--- src/rtl/pipe_hazard_ctrl.sv ---
// ---------------------------------------------------------------------------
// pipe_hazard_ctrl
//   Pipeline hazard controller for the RV64I core. Arbitrates four hazard
//   sources (EX jump, AXI bus stall, interrupt request, ID load-use) and
//   drives per-stage hold/flush masks plus the PC redirect.
//   A jump raised while the bus stalls the pipe is latched and replayed once
//   the stall drops. Interrupt entry opens a window of INT_GAP cycles during
//   which further interrupt requests are ignored.
//
// Ports
//   clk, rst_n    core clock, asynchronous active-low reset
//   jump_en_i     EX jump/branch taken
//   jump_addr_i   EX jump target
//   bus_stall_i   AXI bus busy, freezes the whole pipeline
//   ld_use_i      ID load-use hazard
//   int_req_i     interrupt request (level)
//   int_addr_i    interrupt vector
//   int_ack_o     one-cycle pulse when an interrupt is taken
//   hold_o        per-stage hold (stage register keeps its value)
//   flush_o       per-stage flush (stage register loads a bubble)
//   jump_en_o     PC redirect valid
//   jump_addr_o   PC redirect target
//   jmp_pend_o    a latched jump is waiting to be replayed
// ---------------------------------------------------------------------------
module pipe_hazard_ctrl #(
  parameter int ADDR_W   = 64,
  parameter int STAGES   = 5,
  parameter int EX_STAGE = 2,
  parameter int INT_GAP  = 2
) (
  input  logic              clk,
  input  logic              rst_n,
  input  logic              jump_en_i,
  input  logic [ADDR_W-1:0] jump_addr_i,
  input  logic              bus_stall_i,
  input  logic              ld_use_i,
  input  logic              int_req_i,
  input  logic [ADDR_W-1:0] int_addr_i,
  output logic              int_ack_o,
  output logic [STAGES-1:0] hold_o,
  output logic [STAGES-1:0] flush_o,
  output logic              jump_en_o,
  output logic [ADDR_W-1:0] jump_addr_o,
  output logic              jmp_pend_o
);

  localparam int GAP_W = (INT_GAP < 1) ? 1 : $clog2(INT_GAP + 1);

  // IDLE: nothing latched. PEND: jump latched, stall still high.
  // REPLAY: the cycle right after the latched jump was issued.
  typedef enum logic [1:0] {IDLE, PEND, REPLAY} state_t;

  state_t             r_state;
  state_t             w_nextState;
  logic [ADDR_W-1:0]  r_pendAddr;
  logic [GAP_W-1:0]   r_gapCnt;

  logic               w_pendValid;
  logic               w_setPend;
  logic [STAGES-1:0]  w_flushJ;
  logic [STAGES-1:0]  w_holdLu;
  logic [STAGES-1:0]  w_flushLu;
  logic [STAGES-1:0]  w_hold;
  logic [STAGES-1:0]  w_flush;
  logic               w_jumpEn;
  logic [ADDR_W-1:0]  w_jumpAddr;
  logic               w_intAck;

  // Constant stage masks: a redirect squashes IF's successors up to and
  // including EX; a load-use bubble freezes the front end and kills EX.
  for (genvar k = 0; k < STAGES; k++) begin : g_masks
    assign w_flushJ[k]  = (k >= 1) && (k <= EX_STAGE);
    assign w_holdLu[k]  = (k < EX_STAGE);
    assign w_flushLu[k] = (k == EX_STAGE);
  end

  assign w_pendValid = (r_state == PEND);

  // Priority arbitration (stall > replay > jump > interrupt > load-use) and
  // FSM next-state. A jump arriving during the cycle after a replay while
  // the bus stalls again is latched as a fresh pending jump rather than lost.
  always_comb begin
    w_hold      = '0;
    w_flush     = '0;
    w_jumpEn    = 1'b0;
    w_jumpAddr  = jump_addr_i;
    w_intAck    = 1'b0;
    w_setPend   = 1'b0;
    w_nextState = r_state;

    if (bus_stall_i) begin
      w_hold    = '1;
      w_setPend = jump_en_i && !w_pendValid;
    end else if (w_pendValid) begin
      // The jump_en_i seen now is the same held instruction; ignore it.
      w_jumpEn   = 1'b1;
      w_jumpAddr = r_pendAddr;
      w_flush    = w_flushJ;
    end else if (jump_en_i) begin
      w_jumpEn = 1'b1;
      w_flush  = w_flushJ;
    end else if (int_req_i && (r_gapCnt == '0)) begin
      w_jumpEn   = 1'b1;
      w_jumpAddr = int_addr_i;
      w_flush    = w_flushJ;
      w_intAck   = 1'b1;
    end else if (ld_use_i) begin
      w_hold  = w_holdLu;
      w_flush = w_flushLu;
    end

    case (r_state)
      IDLE:    if (w_setPend) w_nextState = PEND;
      PEND:    if (!bus_stall_i) w_nextState = REPLAY;
      REPLAY:  w_nextState = w_setPend ? PEND : IDLE;
      default: w_nextState = IDLE;
    endcase
  end

  // State register plus the latched jump target.
  always_ff @(posedge clk or negedge rst_n) begin
    if (!rst_n) begin
      r_state    <= IDLE;
      r_pendAddr <= '0;
    end else begin
      r_state <= w_nextState;
      if (w_setPend) r_pendAddr <= jump_addr_i;
    end
  end

  // Interrupt masking window: loaded on interrupt entry, then counts down
  // every cycle, stall cycles included.
  always_ff @(posedge clk or negedge rst_n) begin
    if (!rst_n) begin
      r_gapCnt <= '0;
    end else if (w_intAck) begin
      r_gapCnt <= GAP_W'(INT_GAP);
    end else if (r_gapCnt != '0) begin
      r_gapCnt <= r_gapCnt - GAP_W'(1);
    end
  end

  // All outputs are forced low while reset is asserted.
  assign hold_o      = rst_n ? w_hold     : '0;
  assign flush_o     = rst_n ? w_flush    : '0;
  assign jump_en_o   = rst_n ? w_jumpEn   : 1'b0;
  assign jump_addr_o = rst_n ? w_jumpAddr : '0;
  assign int_ack_o   = rst_n ? w_intAck   : 1'b0;
  assign jmp_pend_o  = w_pendValid;

endmodule

--- config.mk ---
export PLATFORM = sky130hd
export DESIGN_NAME = pipe_hazard_ctrl
export DESIGN_NICKNAME = d
export VERILOG_FILES = /design/src/rtl/pipe_hazard_ctrl.sv
export SDC_FILE = /design/constraint.sdc
export NUM_CORES = 1
export LEC_CHECK = 0
export CAP_MARGIN = 20
export CORE_MARGIN = 4
export CORE_UTILIZATION = 55
export CTS_BUF_LIST = sky130_fd_sc_hd__clkbuf_2
export DETAILED_ROUTE_END_ITERATION = 6
export DONT_BUFFER_PORTS = 1
export PLACE_DENSITY = 0.73
export SYNTH_ARGS = -nofsm -noshare
export SYNTH_HDL_FRONTEND = slang
export SYNTH_SLANG_ARGS = --single-unit
--- constraint.sdc ---
create_clock -name clk -period 2.2 [get_ports clk]
set_clock_uncertainty 0.1 [all_clocks]
set_input_delay 0.44 -clock clk [delete_from_list [all_inputs] [get_ports clk]]
set_output_delay 0.44 -clock clk [all_outputs]
set_load 0.1 [all_outputs]
==> results of run 1 <==
==> kinds of logic after synthesis <==
family / count (synthesis) / share of synthesized area
buffers and inverters: 68 / 0.0898
multiplexers: 65 / 0.187
adder cells (fa/ha/maj): 1 / 0.00245
AND/OR/NAND/NOR: 206 / 0.192
AO/OA/AOI/OAI: 132 / 0.194
flip-flops: 68 / 0.333
XOR/XNOR: 1 / 0.00171
other: 1 / 0.000734
==> metrics by stage <==
stage	setup TNS, ns	utilization
detailed placement	-1.47	0.840
global placement	0	0.840
floorplan	-27.94	-
==> reports/results.tsv, run 1 <==
stage	metric	value	unit
outcome	run_status	aborted with a tool error	
outcome	lastStage	clock tree synthesis (4_1_cts)	
outcome	first-error	[ERROR DPL-0038] Utilization greater than 100%, impossible to legalize	
logic_synthesis	synth_top_area_cells	dfrtp_1, mux2_4, o311ai_0	
floorplan	initial_core_util	0.575	
logic_synthesis	synthCells	542	
logic_synthesis	synth_enable_flop_cells	0	
logic_synthesis	postSynth.asyncResetShare	1.00	
logic_synthesis	synth.top_cells.by_count	nand2_1, dfrtp_1, nand2b_1	
logic_synthesis	yosys.cell_count.top_type	nand2_1	
cts	clock_tree.root_cell	clkbuf_2	
floorplan	ioPinCount	211	
cts	postcts_setup_bufs	20	
logic_synthesis	synth_flop_cell	dfrtp_1	
logic_synthesis	yosys_register_bits	68	
logic_synthesis	synth.yosys.seq_area_share	0.333	
logic_synthesis	ys_warn_count	0	
place	hpwl	11400	um
floorplan	die_y	104	um
logic_synthesis	ys_types	34	
logic_synthesis	syn-cell-area	5110	um2
cts	cts_buffer_depth	2	
place	pre_cts_ws	-0.0628	ns
cts	cts_hold_buf	68	
cts	cts.repair.resized	115	
place	placed_cells	677	
logic_synthesis	synth_area_leader_cell	dfrtp_1	
floorplan	placement_rows	34	
cts	clock-sinks	68	
place	io_buffer_count	0	
floorplan	die_w	104	um
logic_synthesis	yosys.area.top_type_share	0.333	
cts	cts_inserted_buffers	9	
place	postPlaceCellArea	7470	um2
cts	cts_htree_levels	3	
place	gp_routability_congestion	0.793	
logic_synthesis	syn_avg_cell_area	9.43	um2
==> run 2, diff against run 1 <==
Settings changed: CORE_UTILIZATION 55 to 40, CTS_BUF_LIST sky130_fd_sc_hd__clkbuf_2 to default, PLACE_DENSITY 0.73 to default, PLACE_DENSITY_LB_ADDON from default to 0.15.
==> reports/results.tsv, run 2 <==
stage	metric	value	unit	change
setup_path	criticalPathCategory	reg2out		
detailed_routing	route.final.wire_length	18100	um	
sta	max_freq	405	MHz	
cts	cts_htree_levels	3		unchanged
logic_synthesis	synth_flop_cell	dfrtp_1		
setup_path	timing.reg2reg.setup_slack	0.42	ns	
setup_path	crit-reg2reg-capture	r_pendAddr[36]		
cells_and_area	largest_register_ffs	64		
cells_and_area	post-route-util	0.692		
sta	setup-violations-final	70		
floorplan	die_y	121	um	+16%
place	hpwl	11100	um	-3.1%
cts	worst_skew_pair.late_latency	0.32	ns	
cells_and_area	biggest_register	r_pendAddr		
cells_and_area	post-route-cell-area	8700	um2	
power	power_density	774	nW/um2	
global_route	grtUsageTotal	0.241		
logic_synthesis	synth_top_area_cells	dfrtp_1, mux2_4, o311ai_0		
sta	post-route-min-period	2.47	ns	
floorplan	placement_rows	41		+21%
min_path	hold_class	in2reg		
floorplan	die_w	121	um	+16%
place	postPlaceCellArea	7580	um2	+1.5%
setup_path	worstPathRequired	1.66	ns	
logic_synthesis	syn_avg_cell_area	9.43	um2	unchanged
sta	rsz0062_at_grt	true		
cts	tritoncts	done		
power	post-layout-total-power	6.73	mW	
global_route	first_global_vias	5050		
power	p_leak	3.35	nW	
power	worst_ir_drop_vdd	0.407	mV	
place	pre_cts_ws	-0.0160	ns	+0.0468 ns
setup_path	ff2ff_path_depth	5		
setup_path	critical_path.reg2reg.startpoint	r_state[0]		
logic_synthesis	ys_warn_count	0		unchanged
detailed_routing	drt.antenna.violating_nets	0		
detailed_routing	drc	0		
logic_synthesis	ys_types	34		unchanged
logic_synthesis	yosys_register_bits	68		unchanged
cells_and_area	seqCellArea	1700	um2	
setup_path	setup.worst_path.start_class	flip-flop		
sta	timing.final.crit_share	1.12		
outcome	violated_checks	negative setup slack		
place	placed_cells	740		+9.3%
global_route	grt_max_degree	136		
floorplan	die_area	14700	um2	
cells_and_area	top_regs	r_pendAddr x64, r_gapCnt x2, r_state x2		
floorplan	initial_core_util	0.407		-0.168
job	max_cap_violations	0		
floorplan	ioPinCount	211		unchanged
sta	final_ws_setup	-0.267	ns	
cts	clk_pin_slew_worst_paths	0.06	ns	
sta	fin_setup_tns	-15.21	ns	
min_path	number_of_stages_on_the_worst_hold_path	1		
logic_synthesis	yosys.area.top_type_share	0.333		unchanged
logic_synthesis	synth.top_cells.by_count	nand2_1, dfrtp_1, nand2b_1		
cells_and_area	final_cells	788		
place	gp_routability_congestion	0.733		-7.5%
cts	clock_tree.root_cell	clkbuf_16		
cells_and_area	mostFrequentLayoutCell	buf_12		
min_path	hold_start	jump_addr_i[8]		
setup_path	worst-endpoint-arrival	1.93	ns	
cells_and_area	n_antenna_cell	0		
cells_and_area	filler_cell_count	896		
cts	cts_buffer_depth	2		unchanged
logic_synthesis	yosys.cell_count.top_type	nand2_1		
outcome	run_status	finished, violations left		
detailed_routing	detailedRoute.firstPassIterationCount	5		
sta	worst_hold_check_slack	0.153	ns	
detailed_routing	vias	4712		
cells_and_area	most-common-layout-cells	buf_12, dfrtp_1, nand2_1, nand2b_1, a31oi_4		
sta	slew_violations	0		
floorplan	placeable_area	12600	um2	
cts	clock-sinks	68		unchanged
logic_synthesis	synth_enable_flop_cells	0		unchanged
logic_synthesis	synth.yosys.seq_area_share	0.333		unchanged
global_route	antenna_found_initial	0		
logic_synthesis	synth_area_leader_cell	dfrtp_1		
place	io_buffer_count	0		unchanged
cells_and_area	nNetsFinal	746		
cells_and_area	synthToLayoutAreaGrowth	70.1	%	
setup_path	crit_path_max_fanout	11		
logic_synthesis	synthCells	542		unchanged
global_route	globalRouteOverflowTotal	0		
logic_synthesis	postSynth.asyncResetShare	1.00		unchanged
sta	timing.max_slew.rel_slack	0.537		
setup_path	endpoint_kind	output pin		
min_path	min_to	r_pendAddr[8]		
sta	timing_hold_violations_final	0		
cts	cts_inserted_buffers	9		unchanged
detailed_routing	vias_per_cell	5.98		
logic_synthesis	syn-cell-area	5110	um2	unchanged
detailed_routing	routedWlPerCell	22.9	um	
cells_and_area	layout-drive-gt1-share	0.554		
cells_and_area	multi_input_comb_area	4230	um2	
global_route	grt_first_pass_wirelength	28000	um	
detailed_routing	drt_iter0_drc	309		
sta	tightest_slew	0.686	ns	
==> run 2: cell counts after synthesis <==
Identical to the previous run, type by type.
==> run 2: worst max path at each step <==
stage                            from              end  slack [ns]  depth (start not counted)
after global routing      r_gapCnt[0]  jump_addr_o[37]       -0.35                          8
final                     r_gapCnt[1]   jump_addr_o[0]       -0.27                          8
after CTS                 r_gapCnt[0]  jump_addr_o[34]       -0.36                          9
after detailed placement  r_gapCnt[0]   jump_addr_o[2]       -0.02                          7
after floorplan            r_state[0]  jump_addr_o[32]       -0.51                          6
after global placement     r_state[1]  jump_addr_o[18]        0.02                          5
==> run 2: final cells by class <==
class,instances,share of cell area
Clock inverter,3,0.00489
Timing Repair Buffer,121,0.254
Inverter,3,0.00173
Clock buffer,13,0.0322
Sequential cell,68,0.196
Tap cell,172,0.0247
Multi-Input combinational cell,408,0.486
==> run 2: kinds of logic after synthesis <==
group           after synthesis  synth area share
compound gates              132             0.194
fa+ha+maj                     1           0.00245
other cells                   1          0.000734
buf+inv                      68            0.0898
mux                          65             0.187
xor+xnor                      1           0.00171
flops                        68             0.333
simple gates                206             0.192
==> run 2: power by group <==
group / total [mW] / internal, mW / switching (mW)
combinational: 3.53 / 1.50 / 2.03
sequential: 1.67 / 1.51 / 0.154
clock: 1.54 / 0.999 / 0.538
total: 6.73 / 4.01 / 2.72
==> run 2: critical path, cell delays in order, from the launching register on <==
cell	delay, ns
dfrtp_1	0.37
inv_2	0.08
ha_4	0.14
and3b_2	0.21
buf_12	0.14
buf_12	0.15
nand2_1	0.10
a31oi_4	0.20
buf_12	0.20
==> run 2: repair_timing <==
action,CTS,global route
hold buffers,2,0
pin swaps,68,20
gates cloned,5,6
setup buffers,21,2
setup endpoints to repair,70,70
resized for setup,79,66
endpoints found under the hold margin,68,0
==> run 2: per-layer routing <==
metal  wire [um]  track usage  share of wire
met1        6960        0.289           0.39
met2        9630        0.424           0.53
met3        1180       0.0685          0.065
met4         284       0.0609          0.016
met5           0            0              0
No activity file was read; power rests on OpenSTA's default activity.
==> run 3, diff against run 2 <==
Settings changed: GPL_ROUTABILITY_DRIVEN from default to 0.
==> results of run 3 <==
Final layout, timing and power as in run 2 (identical DEF).
